<file path="src/rtl/pmod_keypad_scanner_if.sv">
// Key event handshake between the keypad scanner (master) and its consumer (slave).
interface pmod_keypad_scanner_if;
    logic [3:0] key_code;
    logic       key_valid;
    logic       key_ack;
    logic       key_held;
    logic       overrun;

    modport master (
        output key_code,
        output key_valid,
        output key_held,
        output overrun,
        input  key_ack
    );

    modport slave (
        input  key_code,
        input  key_valid,
        input  key_held,
        input  overrun,
        output key_ack
    );
endinterface

</file>
<file path="src/rtl/pmod_keypad_scanner.sv">
// 4x4 PMOD keypad scanner: column drive, row sampling, scan-level debounce, event handshake.
// Optional auto-repeat of the held key is enabled by defining KEYPAD_REPEAT_EN.
module pmod_keypad_scanner #(
    parameter int SCAN_DIV            = 10_000,
    parameter int DEBOUNCE_SCANS      = 50,
    parameter int REPEAT_DELAY_SCANS  = 1250,
    parameter int REPEAT_PERIOD_SCANS = 250
) (
    input  logic                         clk,
    input  logic                         rst_n,
    input  logic [3:0]                   row,
    output logic [3:0]                   col,
    pmod_keypad_scanner_if.master        kp
);

    localparam int DIV_W  = (SCAN_DIV > 1) ? $clog2(SCAN_DIV) : 1;
    localparam int STAB_W = $clog2(DEBOUNCE_SCANS + 1);
    localparam logic [DIV_W-1:0]  DIV_LAST = DIV_W'(SCAN_DIV - 1);
    localparam logic [STAB_W-1:0] STAB_MAX = STAB_W'(DEBOUNCE_SCANS);

    typedef enum logic [1:0] {CLS_NONE, CLS_SINGLE, CLS_MULTI} cls_t;
    typedef enum logic {IDLE, PRESSED} state_t;
    typedef struct packed {
        cls_t       cls;
        logic [3:0] code;
    } scan_t;

    // Vector bit index is col*4 + row.
    function automatic logic [3:0] key_map(input logic [3:0] idx);
        case (idx)
            4'd0:  key_map = 4'h1;
            4'd1:  key_map = 4'h4;
            4'd2:  key_map = 4'h7;
            4'd3:  key_map = 4'h0;
            4'd4:  key_map = 4'h2;
            4'd5:  key_map = 4'h5;
            4'd6:  key_map = 4'h8;
            4'd7:  key_map = 4'hF;
            4'd8:  key_map = 4'h3;
            4'd9:  key_map = 4'h6;
            4'd10: key_map = 4'h9;
            4'd11: key_map = 4'hE;
            4'd12: key_map = 4'hA;
            4'd13: key_map = 4'hB;
            4'd14: key_map = 4'hC;
            default: key_map = 4'hD;
        endcase
    endfunction

    function automatic scan_t classify(input logic [15:0] v);
        scan_t s;
        int    n;
        s.cls  = CLS_NONE;
        s.code = 4'h0;
        n      = 0;
        for (int i = 0; i < 16; i++) begin
            if (v[i]) begin
                n++;
                s.code = key_map(4'(i));
            end
        end
        if (n == 1) begin
            s.cls = CLS_SINGLE;
        end else if (n > 1) begin
            s.cls  = CLS_MULTI;
            s.code = 4'h0;
        end
        return s;
    endfunction

    logic [3:0]        row_s1_q, row_s2_q;
    logic [DIV_W-1:0]  div_q, div_d;
    logic [1:0]        col_idx_q, col_idx_d;
    logic [15:0]       scan_vec_q, scan_vec_d;
    scan_t             prev_q, prev_d;
    logic [STAB_W-1:0] stab_q, stab_d;
    scan_t             cur_scan;
    logic              col_last, scan_done, stable;
    logic              press_evt, release_evt, evt;
    logic [3:0]        evt_code;

    state_t            state_q;
    logic [3:0]        key_code_q;
    logic              key_valid_q, key_held_q, overrun_q;

    assign col_last  = (div_q == DIV_LAST);
    assign scan_done = col_last && (col_idx_q == 2'd3);
    assign col       = ~(4'b0001 << col_idx_q);

    // The final column's sample is folded in combinationally so the scan is judged on its last clock.
    always_comb begin
        div_d      = col_last ? '0 : div_q + 1'b1;
        col_idx_d  = col_last ? col_idx_q + 2'd1 : col_idx_q;
        scan_vec_d = scan_vec_q;
        if (col_last) begin
            scan_vec_d[{col_idx_q, 2'b00} +: 4] = ~row_s2_q;
        end
        cur_scan = classify(scan_vec_d);
        prev_d   = prev_q;
        stab_d   = stab_q;
        if (scan_done) begin
            prev_d = cur_scan;
            if (cur_scan == prev_q) begin
                stab_d = (stab_q == STAB_MAX) ? STAB_MAX : stab_q + 1'b1;
            end else begin
                stab_d = STAB_W'(1);
            end
        end
    end

    assign stable      = scan_done && (stab_d == STAB_MAX);
    assign press_evt   = stable && (state_q == IDLE)    && (cur_scan.cls == CLS_SINGLE);
    assign release_evt = stable && (state_q == PRESSED) && (cur_scan.cls == CLS_NONE);

    always_ff @(posedge clk or negedge rst_n) begin
        if (!rst_n) begin
            row_s1_q   <= 4'hF;
            row_s2_q   <= 4'hF;
            div_q      <= '0;
            col_idx_q  <= 2'd0;
            scan_vec_q <= 16'h0000;
            prev_q     <= scan_t'{CLS_NONE, 4'h0};
            stab_q     <= '0;
        end else begin
            row_s1_q   <= row;
            row_s2_q   <= row_s1_q;
            div_q      <= div_d;
            col_idx_q  <= col_idx_d;
            scan_vec_q <= scan_vec_d;
            prev_q     <= prev_d;
            stab_q     <= stab_d;
        end
    end

`ifdef KEYPAD_REPEAT_EN
    localparam int REP_MAX = (REPEAT_DELAY_SCANS > REPEAT_PERIOD_SCANS) ?
                             REPEAT_DELAY_SCANS : REPEAT_PERIOD_SCANS;
    localparam int REP_W   = $clog2(REP_MAX + 1);

    logic [REP_W-1:0] rep_q, rep_d, rep_nxt;
    logic             rep_first_q, rep_first_d;
    logic [3:0]       held_code_q, held_code_d;
    logic             rep_evt;

    // Repeat timing only advances on scans that still show the held key alone.
    always_comb begin
        rep_d       = rep_q;
        rep_first_d = rep_first_q;
        held_code_d = held_code_q;
        rep_evt     = 1'b0;
        rep_nxt     = rep_q + 1'b1;
        if (press_evt) begin
            rep_d       = '0;
            rep_first_d = 1'b1;
            held_code_d = cur_scan.code;
        end else if (scan_done && (state_q == PRESSED) && !release_evt &&
                     (cur_scan.cls == CLS_SINGLE) && (cur_scan.code == held_code_q)) begin
            if (rep_nxt == (rep_first_q ? REP_W'(REPEAT_DELAY_SCANS) : REP_W'(REPEAT_PERIOD_SCANS))) begin
                rep_evt     = 1'b1;
                rep_d       = '0;
                rep_first_d = 1'b0;
            end else begin
                rep_d = rep_nxt;
            end
        end
    end

    always_ff @(posedge clk or negedge rst_n) begin
        if (!rst_n) begin
            rep_q       <= '0;
            rep_first_q <= 1'b1;
            held_code_q <= 4'h0;
        end else begin
            rep_q       <= rep_d;
            rep_first_q <= rep_first_d;
            held_code_q <= held_code_d;
        end
    end

    assign evt      = press_evt | rep_evt;
    assign evt_code = press_evt ? cur_scan.code : held_code_q;
`else
    assign evt      = press_evt;
    assign evt_code = cur_scan.code;
`endif

    // A coincident ack frees the slot, so the new event loads without flagging overrun.
    always_ff @(posedge clk or negedge rst_n) begin
        if (!rst_n) begin
            state_q     <= IDLE;
            key_code_q  <= 4'h0;
            key_valid_q <= 1'b0;
            key_held_q  <= 1'b0;
            overrun_q   <= 1'b0;
        end else begin
            if (press_evt) begin
                state_q    <= PRESSED;
                key_held_q <= 1'b1;
            end else if (release_evt) begin
                state_q    <= IDLE;
                key_held_q <= 1'b0;
            end
            if (evt) begin
                if (!key_valid_q || kp.key_ack) begin
                    key_code_q  <= evt_code;
                    key_valid_q <= 1'b1;
                end else begin
                    overrun_q <= 1'b1;
                end
            end else if (key_valid_q && kp.key_ack) begin
                key_valid_q <= 1'b0;
            end
        end
    end

    assign kp.key_code  = key_code_q;
    assign kp.key_valid = key_valid_q;
    assign kp.key_held  = key_held_q;
    assign kp.overrun   = overrun_q;

endmodule

</file>
<file path="src/flat_wrapper.sv">
// flat-port wrapper written by rule: the top's interface ports become plain ports
module pmod_keypad_scanner_flat 
#(
    parameter int SCAN_DIV            = 10_000,
    parameter int DEBOUNCE_SCANS      = 50,
    parameter int REPEAT_DELAY_SCANS  = 1250,
    parameter int REPEAT_PERIOD_SCANS = 250
)
  (clk, rst_n, row, col, kp_key_code, kp_key_valid, kp_key_held, kp_overrun, kp_key_ack);
  pmod_keypad_scanner_if kp_i ();
  input  logic clk;
  input  logic rst_n;
  input  logic [3:0] row;
  output logic [3:0] col;
  output wire logic [$bits(kp_i.key_code)-1:0] kp_key_code;
  output wire logic [$bits(kp_i.key_valid)-1:0] kp_key_valid;
  output wire logic [$bits(kp_i.key_held)-1:0] kp_key_held;
  output wire logic [$bits(kp_i.overrun)-1:0] kp_overrun;
  input wire logic [$bits(kp_i.key_ack)-1:0] kp_key_ack;
  assign kp_key_code = kp_i.key_code;
  assign kp_key_valid = kp_i.key_valid;
  assign kp_key_held = kp_i.key_held;
  assign kp_overrun = kp_i.overrun;
  assign kp_i.key_ack = kp_key_ack;
  pmod_keypad_scanner #(.SCAN_DIV(SCAN_DIV), .DEBOUNCE_SCANS(DEBOUNCE_SCANS), .REPEAT_DELAY_SCANS(REPEAT_DELAY_SCANS), .REPEAT_PERIOD_SCANS(REPEAT_PERIOD_SCANS)) u_core (.clk(clk), .rst_n(rst_n), .row(row), .col(col), .kp(kp_i));
endmodule
</file>
<file path="config.mk">
export PLATFORM = sky130hd
export DESIGN_NAME = pmod_keypad_scanner_flat
export DESIGN_NICKNAME = d
export VERILOG_FILES = /design/src/rtl/pmod_keypad_scanner_if.sv /design/src/rtl/pmod_keypad_scanner.sv /design/src/flat_wrapper.sv
export SDC_FILE = /design/constraint.sdc
export NUM_CORES = 1
export LEC_CHECK = 0
export BUFFER_PORTS_ARGS = -buffer_cell sky130_fd_sc_hd__buf_2
export CAP_MARGIN = 15
export CORE_MARGIN = 2
export CORE_UTILIZATION = 35
export DETAILED_ROUTE_END_ITERATION = 12
export GPL_TIMING_DRIVEN = 0
export HOLD_SLACK_MARGIN = 0.06
export SKIP_LAST_GASP = 1
export SLEW_MARGIN = 20
export SYNTH_ARGS = -nofsm -noshare
export SYNTH_HDL_FRONTEND = slang
export SYNTH_SLANG_ARGS = --single-unit
export TNS_END_PERCENT = 30
</file>
<file path="constraint.sdc">
create_clock -name clk -period 27.6 [get_ports clk]
set_clock_uncertainty 0.1 [all_clocks]
set_input_delay 1.38 -clock clk [delete_from_list [all_inputs] [get_ports clk]]
set_output_delay 1.38 -clock clk [all_outputs]
set_load 0.05 [all_outputs]
</file>
==> report_table.html <==
<table>
<tr><th>Metric</th><th>Value</th></tr>
<tr><th colspan="2">Logic synthesis</th></tr>
<tr><td>Cell type with the largest total area after synthesis</td><td>dfrtp_1</td></tr>
<tr><td>Post-Synth Adder-Cell Area</td><td>0.0491</td></tr>
<tr><td>Post-synth top area share</td><td>0.238</td></tr>
<tr><td>Main combinational cell family by area after synthesis</td><td>simple AND/OR/NAND/NOR gates</td></tr>
<tr><td>Fraction of the yosys area taken by sequential cells</td><td>0.278</td></tr>
<tr><td>Simple-gate portion of the synthesized area</td><td>0.282</td></tr>
<tr><td>Post-synthesis cell type count</td><td>91</td></tr>
<tr><td>Total of flip-flops plus latches after synthesis</td><td>59</td></tr>
<tr><td>Share of the synthesized area in compound gates (AO/OA/AOI/OAI)</td><td>0.164</td></tr>
<tr><td>YS warnings</td><td>0</td></tr>
<tr><td>Synthesized Nets</td><td>655</td></tr>
<tr><td>Most frequently used flop master after synthesis</td><td>dfrtp_1</td></tr>
<tr><td>Xor/xnor share of the synthesized area</td><td>0.124</td></tr>
<tr><td>Top area cells in the synthesized netlist</td><td>dfrtp_1 (24%), xnor2_1 (6.2%), nand2_1 (5.2%)</td></tr>
<tr><td>Cell count after synthesis</td><td>627</td></tr>
<tr><td>Cell types with the highest counts after synthesis</td><td>nand2_1 (74), nor2_1 (52), dfrtp_1 (51)</td></tr>
<tr><td>Async S/R FF share, synth</td><td>1.00</td></tr>
<tr><td>Share of synthesized area spent on multiplexers</td><td>0.0584</td></tr>
<tr><td>Synthesized cell area</td><td>5360 um2</td></tr>
<tr><td>Dominant cell by count in the synthesized netlist</td><td>nand2_1</td></tr>
<tr><td>Number of flops mapped to enable cells by yosys</td><td>0</td></tr>
<tr><td>Average footprint of a synthesized cell</td><td>8.54 um2</td></tr>
<tr><th colspan="2">Drt</th></tr>
<tr><td>Wire length on met2</td><td>5830 um</td></tr>
<tr><td>Drt pass-1 iters</td><td>4</td></tr>
<tr><td>Routed length on met1</td><td>6090 um</td></tr>
<tr><td>First-iteration detailed-routing DRC count</td><td>333</td></tr>
<tr><td>Via Count</td><td>4633</td></tr>
<tr><td>Wire length on met3</td><td>415 um</td></tr>
<tr><td>Number of antenna-violating nets in the routed design</td><td>0</td></tr>
<tr><td>Detailed Route WL</td><td>12500 um</td></tr>
<tr><td>Average wire per standard cell</td><td>14.8 um</td></tr>
<tr><td>Final routed DRC violation total</td><td>0</td></tr>
<tr><td>Vias per std cell</td><td>5.46</td></tr>
<tr><td>Highest layer used for signal routing</td><td>met4</td></tr>
<tr><th colspan="2">Worst setup path</th></tr>
<tr><td>Kind of end point of the critical path</td><td>register</td></tr>
<tr><td>Maximum single-stage delay on the critical path</td><td>0.64 ns</td></tr>
<tr><td>CP dominant cell by count</td><td>ha_1</td></tr>
<tr><td>Arrival time reported for the critical path endpoint</td><td>15.32 ns</td></tr>
<tr><td>Required time at the worst-slack endpoint</td><td>27.72 ns</td></tr>
<tr><td>Maximum fanout along the worst path</td><td>10</td></tr>
<tr><td>Worst Path Class, Setup</td><td>register to register</td></tr>
<tr><td>Number of cells on the worst reg-to-reg path</td><td>67</td></tr>
<tr><td>Flop2flop setup slack</td><td>12.39 ns</td></tr>
<tr><td>Slowest CP cell</td><td>a311oi_2</td></tr>
<tr><td>Setup crit start kind</td><td>register</td></tr>
<tr><th colspan="2">Clocking</th></tr>
<tr><td>Clk Tree Root Cell</td><td>clkbuf_16</td></tr>
<tr><td>Clock-pin slew on the worst setup and hold paths</td><td>0.05 ns</td></tr>
<tr><td>Clock latency of the later-clocked register in the worst-skew pair</td><td>0.33 ns</td></tr>
<tr><td>Number of buffers inserted for hold repair after clock tree synthesis</td><td>0</td></tr>
<tr><td>Post-cts resize count</td><td>0</td></tr>
<tr><td>Clock tree from TritonCTS</td><td>yes</td></tr>
<tr><td>Clock sink count</td><td>59</td></tr>
<tr><td>TritonCTS Buffers</td><td>9</td></tr>
<tr><td>Clock Tree Buf Depth</td><td>2</td></tr>
<tr><td>Setup Fix Bufs, Post-CTS</td><td>0</td></tr>
<tr><td>Max H-tree Level</td><td>3</td></tr>
<tr><th colspan="2">Layout</th></tr>
<tr><td>FILL cells</td><td>1519</td></tr>
<tr><td>Utilization after layout</td><td>0.396</td></tr>
<tr><td>Nets</td><td>683</td></tr>
<tr><td>Synthesis-to-layout area growth</td><td>11.7%</td></tr>
<tr><td>Share of post-route cells with drive strength above 1</td><td>0.130</td></tr>
<tr><td>Antenna diode instance count</td><td>0</td></tr>
<tr><th colspan="2">Floorplanning</th></tr>
<tr><td>Initial Utilization</td><td>0.355</td></tr>
<tr><td>Core region area</td><td>15100 um2</td></tr>
<tr><td>Horiz. Die Dim</td><td>128 um</td></tr>
<tr><td>Total die area</td><td>16300 um2</td></tr>
<tr><td>Top-Level Pins</td><td>18</td></tr>
<tr><td>Floorplan die height</td><td>128 um</td></tr>
<tr><td>Number of placement rows</td><td>45</td></tr>
<tr><th colspan="2">Flow run</th></tr>
<tr><td>Number of max-cap violations</td><td>0</td></tr>
<tr><th colspan="2">Global route</th></tr>
<tr><td>First-pass GRT wire length</td><td>21700 um</td></tr>
<tr><td>Vias in the first global route</td><td>4576</td></tr>
<tr><td>Maximum number of pins on one net before global-route repair</td><td>60</td></tr>
<tr><td>Number of antenna violations at the first check in global routing</td><td>0</td></tr>
<tr><td>Remaining global-route overflow</td><td>0</td></tr>
<tr><td>Overall track demand over capacity in global routing</td><td>0.161</td></tr>
<tr><th colspan="2">Power and ir drop</th></tr>
<tr><td>Switching Fraction</td><td>0.218</td></tr>
<tr><td>Leakage power</td><td>2.62 nW</td></tr>
<tr><td>Power per standard cell area</td><td>34.4 nW/um2</td></tr>
<tr><td>Fraction of power consumed by combinational cells</td><td>0.023</td></tr>
<tr><td>Sequential share of power</td><td>0.428</td></tr>
<tr><td>Internal power</td><td>0.161 mW</td></tr>
<tr><td>Worst-case vdd ir drop</td><td>0.0262 mV</td></tr>
<tr><td>Final Total Pwr</td><td>0.206 mW</td></tr>
<tr><td>Proportion of power drawn by the clock network</td><td>0.550</td></tr>
<tr><td>Switching pwr</td><td>0.0448 mW</td></tr>
<tr><th colspan="2">STA</th></tr>
<tr><td>Final min period</td><td>15.21 ns</td></tr>
<tr><td>Actual transition at the worst max-transition pin</td><td>0.781 ns</td></tr>
<tr><td>Headroom to the max-slew limit</td><td>0.479</td></tr>
<tr><td>Total negative slack</td><td>0 ns</td></tr>
<tr><td>Setup-failing EPs final</td><td>0</td></tr>
<tr><td>RSZ-0062 raised after global routing</td><td>false</td></tr>
<tr><td>Final Hold Fails</td><td>0</td></tr>
<tr><td>Final worst-path cycle share</td><td>0.551</td></tr>
<tr><td>Highest clock frequency the design can meet</td><td>65.8 MHz</td></tr>
<tr><td>Max-slew violation total from the final report</td><td>0</td></tr>
<tr><th colspan="2">Place</th></tr>
<tr><td>Dpl hpwl</td><td>9550 um</td></tr>
<tr><td>Placer congestion estimate</td><td>0.890</td></tr>
<tr><td>Port Buf Inserts</td><td>17</td></tr>
<tr><th colspan="2">Run status</th></tr>
<tr><td>Result of the run</td><td>finished, final reports clean</td></tr>
<tr><th colspan="2">Hold path</th></tr>
<tr><td>Min-Delay Path Class</td><td>register to register</td></tr>
<tr><td>Cell depth of the worst hold path</td><td>0</td></tr>
</table>
==> power by group through the flow <==
| stage | combinational [mW] | sequential, mW | clock (mW) |
|---|---|---|---|
| 3_3_place_gp | 0.00462 | 0.0895 | 0 |
| 4_1_cts | 0.00479 | 0.0881 | 0.115 |
| 6_report | 0.00466 | 0.0881 | 0.113 |
| 2_1_floorplan | 0.00197 | 0.0894 | 0 |
| 5_1_grt | 0.00531 | 0.0881 | 0.118 |
| 3_5_place_dp | 0.00477 | 0.0896 | 0 |
==> cell families (layout without fill, tap and decap cells) <==
kind of cell | Yosys count | count (layout)
xor gates and xnor gates | 58 | 58
AOI/OAI and AO/OA | 127 | 127
adders and majority gates | 21 | 21
buffers and inverters | 61 | 94
and+or+nand+nor | 271 | 271
muxes | 30 | 30
DFF | 59 | 59
==> registers in the layout, summed over array words and instances, names as in the netlist <==
name	count
u_core.col_idx_q	2
u_core.div_q	14
u_core.kp.key_code	4
u_core.kp.key_valid	1
u_core.kp.overrun	1
u_core.prev_q	6
u_core.row_s1_q	4
u_core.row_s2_q	4
u_core.scan_vec_q	16
u_core.stab_q	6
u_core.state_q	1
==> layout make-up <==
class                   count  area, um2  share of cell area
multi-input cells         507       3630               0.607
flip-flops and latches     59       1490               0.248
clock buffers              10        239              0.0399
well taps                 188        235              0.0393
inverters                  40        150              0.0251
plain buffers              21       90.1              0.0151
repair buffers             17       87.6              0.0146
clock inverters             6       65.1              0.0109
==> per-layer routing <==
layer	up-vias	track usage
met5	-	0
met4	0	0.0549
met3	16	0.0259
met2	88	0.266
met1	2228	0.214
li1	2301	-
==> final timing paths <==
| path | endpoint | from |
|---|---|---|
| max reg2reg | u_core.stab_q[2] | u_core.div_q[5] |
| min in group asynchronous | u_core.scan_vec_q[4] | rst_n |
| max in group asynchronous | u_core.prev_q[1] | rst_n |
| max | u_core.stab_q[2] | u_core.div_q[5] |
| min | u_core.row_s2_q[2] | u_core.row_s1_q[2] |
| min reg2reg | u_core.row_s2_q[2] | u_core.row_s1_q[2] |
==> stage by stage <==
stage | cell area, um2 | setup WS (ns) | hold slack [ns] | instances
after floorplan | 5360 | 14.49 | 0.245 | 627
after global placement | 5680 | 12.84 | 0.246 | 832
after detailed placement | 5680 | 12.56 | 0.250 | 832
after CTS | 5980 | 12.49 | 0.255 | 848
after global routing | 5980 | 11.11 | 0.259 | 848
final | 5980 | 12.39 | 0.255 | 848
==> placed cells by master (no fill, tap or decap), types with 5 or more instances in the layout <==
master / count
or3_1: 6
xor2_1: 9
o31a_1: 5
clkbuf_16: 9
nor4_1: 6
nor2_1: 52
mux2i_1: 22
buf_2: 18
nand3b_1: 9
nand2_1: 74
o21ai_0: 29
mux2_2: 6
nand2b_1: 8
nor3_1: 13
clkbuf_1: 17
nand3_1: 29
or2_2: 6
dfrtp_1: 51
a21o_1: 7
xnor2_1: 38
and2_1: 11
inv_1: 39
and3_1: 5
nor2b_1: 8
ha_1: 21
dfstp_2: 8
a31oi_1: 7
nand4_1: 7
xnor3_1: 6
a21oi_1: 24
o31ai_1: 8
==> critical path: cells and delay by family, from the launching register on <==
family / cells / cell delay, ns
AO/OA/AOI/OAI: 18 / 4.44
XOR/XNOR: 2 / 0.43
adder cells (fa/ha/maj): 12 / 3.95
buffers and inverters: 9 / 1.16
flip-flops: 1 / 0.43
multiplexers: 4 / 1.01
AND/OR/NAND/NOR: 22 / 3.55
Power figures use the tool's default switching activity.
